===== config.mk =====
export PLATFORM = sky130hd
export DESIGN_NAME = bcd_down_counter3
export DESIGN_NICKNAME = d
export VERILOG_FILES = /design/src/rtl/bcd_down_counter3.sv
export SDC_FILE = /design/constraint.sdc
export NUM_CORES = 1
export LEC_CHECK = 0
export BUFFER_PORTS_ARGS = -buffer_cell sky130_fd_sc_hd__buf_4
export CAP_MARGIN = 20
export CELL_PAD_IN_SITES_DETAIL_PLACEMENT = 1
export CELL_PAD_IN_SITES_GLOBAL_PLACEMENT = 2
export CORE_MARGIN = 1.5
export CORE_UTILIZATION = 28
export CTS_BUF_LIST = sky130_fd_sc_hd__clkbuf_2 sky130_fd_sc_hd__clkbuf_4 sky130_fd_sc_hd__clkbuf_8
export CTS_CLUSTER_DIAMETER = 120
export CTS_CLUSTER_SIZE = 40
export DETAILED_ROUTE_END_ITERATION = 12
export GPL_TIMING_DRIVEN = 0
export PLACE_DENSITY_LB_ADDON = 0.25
export SETUP_SLACK_MARGIN = 0.4
export SKIP_CTS_REPAIR_TIMING = 1
export SYNTH_ARGS = -nofsm -noshare
export SYNTH_HDL_FRONTEND = slang
export SYNTH_SLANG_ARGS = --single-unit
export TNS_END_PERCENT = 5

===== constraint.sdc =====
create_clock -name clk -period 1.85 [get_ports clk]
set_input_delay 0.4625 -clock clk [delete_from_list [all_inputs] [get_ports clk]]
set_output_delay 0.4625 -clock clk [all_outputs]
set_load 0.01 [all_outputs]

===== src/rtl/bcd_down_counter3.sv =====
// 3-digit cascaded BCD/hex down-counter with preset load, one-cycle expiry pulse and busy flag.
// Optional build macro AUTO_RELOAD_EN: reload the preset after expiry instead of halting.
module bcd_down_counter3 #(
    parameter int DIGIT_MAX = 9
) (
    input  logic       clk,
    input  logic       reset,
    input  logic       clear,
    input  logic       load,
    input  logic       enable,
    input  logic [3:0] din1,
    input  logic [3:0] din2,
    input  logic [3:0] din3,
    output logic [3:0] qout1,
    output logic [3:0] qout2,
    output logic [3:0] qout3,
    output logic       bout,
    output logic       busy
);

    localparam logic [3:0] DMAX = 4'(DIGIT_MAX);

    typedef enum logic [1:0] {IDLE, RUN, EXPIRED} state_t;

    state_t     state_q;
    logic [3:0] count_q   [3];
    logic [3:0] preset_q  [3];
    logic [3:0] din_w     [3];
    logic [3:0] din_clamp [3];
    logic [3:0] dec_d     [3];
    logic [2:0] borrow;
    logic       bout_q;
    logic       busy_q;
    logic       is_one;
    logic       is_zero;
    logic       load_zero;

    assign din_w[0] = din1;
    assign din_w[1] = din2;
    assign din_w[2] = din3;
    assign borrow[0] = 1'b1;

    // Digit 0 always borrows; each higher digit borrows only when every lower digit wraps.
    genvar gi;
    generate
        for (gi = 0; gi < 3; gi++) begin : g_digit
            assign din_clamp[gi] = (din_w[gi] > DMAX) ? DMAX : din_w[gi];
            assign dec_d[gi]     = !borrow[gi]          ? count_q[gi] :
                                   (count_q[gi] == 4'd0) ? DMAX : count_q[gi] - 4'd1;
            if (gi < 2) begin : g_borrow
                assign borrow[gi+1] = borrow[gi] && (count_q[gi] == 4'd0);
            end
        end
    endgenerate

    assign is_zero   = (count_q[0] == 4'd0) && (count_q[1] == 4'd0) && (count_q[2] == 4'd0);
    assign is_one    = (count_q[0] == 4'd1) && (count_q[1] == 4'd0) && (count_q[2] == 4'd0);
    assign load_zero = (din_clamp[0] == 4'd0) && (din_clamp[1] == 4'd0) && (din_clamp[2] == 4'd0);

    always_ff @(posedge clk) begin
        if (reset || clear) begin
            state_q  <= IDLE;
            count_q  <= '{default: 4'd0};
            preset_q <= '{default: 4'd0};
            bout_q   <= 1'b0;
            busy_q   <= 1'b0;
        end else if (load) begin
            count_q  <= din_clamp;
            preset_q <= din_clamp;
            bout_q   <= 1'b0;
            state_q  <= load_zero ? EXPIRED : RUN;
            busy_q   <= !load_zero;
        end else begin
            bout_q <= 1'b0;
            if (state_q == RUN && enable) begin
`ifdef AUTO_RELOAD_EN
                // The cycle after expiry restores the preset, so the period is preset+1.
                if (is_zero) begin
                    count_q <= preset_q;
                end else begin
                    count_q <= dec_d;
                    if (is_one) begin
                        bout_q <= 1'b1;
                    end
                end
`else
                count_q <= dec_d;
                if (is_one) begin
                    bout_q  <= 1'b1;
                    state_q <= EXPIRED;
                    busy_q  <= 1'b0;
                end
`endif
            end
        end
    end

    assign qout1 = count_q[0];
    assign qout2 = count_q[1];
    assign qout3 = count_q[2];
    assign bout  = bout_q;
    assign busy  = busy_q;

endmodule


==> run metrics <==
status finished clean; Final Hold Viols 0; Total GRT Usage 16.9%; most frequent cells in the layout buf_4 (31), nor2_1 (13), dfxtp_1 (11); Hold Startpoint din2[2]; clock power share 29.3%; syn_area_per_cell 8.26 um^2; Clock Skew 0.00582 ns; Setup TNS 0 ns; Seq pwr share 49.2%; area leader, netlist dfxtp_1; Buf+Inv Stages, Crit Path 0; Yosys Warn Count 0; Power Total 717 uW; Post-Syn Nets 122; initial antenna violation count 0; commonest non-fill, non-tap cell in the layout buf_4; Slowest-stage cell, CP or4_4; share of layout cells above drive strength 1 35.0%; CTS tree built; final period utilization 86.1%; vias in the first global route 923; final instance area 1190 um^2; FF-to-FF setup slack 0.26 ns; crit-path cells or4_4 > nor4_4 > mux2i_1 > o21ai_1; Pint 509 uW; Iteration-0 DRC Markers 23; Reg2Reg Depth 4; Syn Std Cell Area 867 um^2; Worst EP arrival 1.77 ns; Row Count 20; dpl cells 168; fin crit period 1.59 ns; Final Non-Filler Cells 173; Die Y 58.7 um; DRC 0; Slew @ Worst Pin 0.542 ns; Mapped Cells 105; total number of vias 935; Static Leakage 0.461 nW; Layout fillers 386; pre-CTS setup slack 0.191 ns; DR pass1 iterations 4; total gr overflow 0; Worst Setup End Kind flop; number of I/O pins 31; net switching power 208 uW; Worst Path Max Fanout 6; CORE AREA 3000 um^2; share of the synthesized area in the top cell type 34.6%; clock sink count 15; Slew Viols, Final 0; register clock-pin slew on the reported worst setup and hold paths 0.10 ns; area delta synth->final 37.1%; Startpoint Class flop; switching fraction of total power 29.0%; Die Footprint 3440 um^2; post-DR vias/cell 5.40; Hold Path Sink qout2[2]; number of diodes 0; Final HPWL DP 2.04 mm; Hold WC Path Type in2reg; first-pass GRT wire length 4.37 mm; Synth cell types 35; Layout Utilization 39.6%; GPL Wtd Cong 0.789; CTS buffer count 3; worst hold slack 0.407 ns; Max Root-Sink Buffers 2; RSZ-0062 raised after global routing yes; Routed Antenna Nets 0; Post-Route WL 2.62 mm; Initial Utilization 28.9%; Synth area leaders dfxtp_1 (35%), nor3_1 (5.8%), nor2_1 (5.6%), nor4_4 (4.9%), o21ai_0 (4.0%); CTS root buffer clkbuf_4; Power Density 603 nW/um^2; Setup Viol. Count Final 0; Seq/Total Area, Yosys 34.6%; Max Freq 627 MHz; largest vdd supply drop 0.246 mV; largest net degree at the start of global routing 11; CTS H-Tree Depth 1; FF-to-FF Start qout2[0]; Skew-Pair Late Insertion Delay 0.28 ns; hold path cells 3; post-DR wirelength/cell 15.1 um; cell family with most CP delay simple AND/OR/NAND/NOR gates; CP required 2.03 ns; Crit Path Class reg2reg; Die X 58.7 um; Critical Path Max Stage Delay 0.56 ns; Area after DPL 1140 um^2; setup ws final 0.256 ns; synthesized flop and latch total 15; Combinational Power Share 21.5%; max-cap viol count 0; Buffers on Ports 30; Slew HR 63.7%; nets@finish 158; Worst R2R End qout3[1]
-- cell type report --
type	count	area [um^2]	area share, %
Buffer	4	23.8	2.00
Clock buffer	4	30.0	2.53
Inverter	2	7.51	0.632
Multi-Input combinational cell	84	548	46.1
Sequential cell	15	305	25.7
Tap cell	33	41.3	3.47
Timing Repair Buffer	31	233	19.6
-- flip-flops by register name, summed over array words and instances, names as in the netlist --
register,flops
qout1,4
qout2,4
bout,1
qout3,4
state_q,2
-- cells by family (layout without fill, tap and decap cells) --
family	count (synthesis)	after routing	synth area share [%]
AO/OA/AOI/OAI	28	28	20.9
flip-flops	15	15	34.6
multiplexers	3	3	3.46
buffers and inverters	6	41	3.61
XOR/XNOR	3	3	3.03
AND/OR/NAND/NOR	50	50	34.3
-- cells in the mapped netlist --
cell       number
o21a_1          2
o21ai_0         7
o311a_1         1
a21boi_0        2
nor3_1         10
a31oi_1         1
a41oi_1         2
buf_6           1
inv_1           1
nand4bb_1       1
or4_4           1
o31ai_1         2
mux2i_1         3
dfxtp_1        15
nor4_1          3
o31a_1          1
xnor2_1         2
nand4_1         3
o21ai_1         2
nand2_1         8
nor4bb_1        1
a21oi_1         5
xor2_1          1
nor3_2          1
clkbuf_1        2
or2_2           2
clkinv_1        1
nand3b_1        2
nor2b_1         2
a211oi_1        2
nor4_4          2
a311oi_1        1
buf_2           1
or3_1           1
nor2_1         13
-- layer usage --
metal	vias up	global-route usage (%)	wire length (um)
met3	2	2.86	147
li1	462	-	-
met2	22	26.6	1230
met1	449	22.9	1220
met4	0	6.82	19
met5	-	0	0
-- power groups by stage --
stage / sequential, mW / combinational (mW) / clock [mW]
after CTS: 0.352 / 0.154 / 0.216
after detailed placement: 0.360 / 0.153 / 0
after global placement: 0.359 / 0.152 / 0
after floorplan: 0.361 / 0.0764 / 0
after global routing: 0.355 / 0.170 / 0.239
final: 0.353 / 0.154 / 0.210
-- worst max-delay path by stage --
| stage | cells past startpoint | to | start | slack (ns) |
|---|---|---|---|---|
| detailed placement | 5 | qout3[3] | enable | 0.19 |
| global placement | 5 | qout3[2] | enable | 0.20 |
| floorplan | 3 | qout3[0] | qout2[0] | 0.33 |
| CTS | 4 | qout3[3] | qout2[0] | 0.23 |
| global route | 4 | qout3[1] | qout2[0] | 0.17 |
| finish | 4 | qout3[1] | qout2[0] | 0.26 |
-- tightest hold or removal path, cell delays in order --
cell and delay, ns:
buf_4 0.09, nand2_1 0.04, o21ai_1 0.06
(Power assumes the default switching activity.)
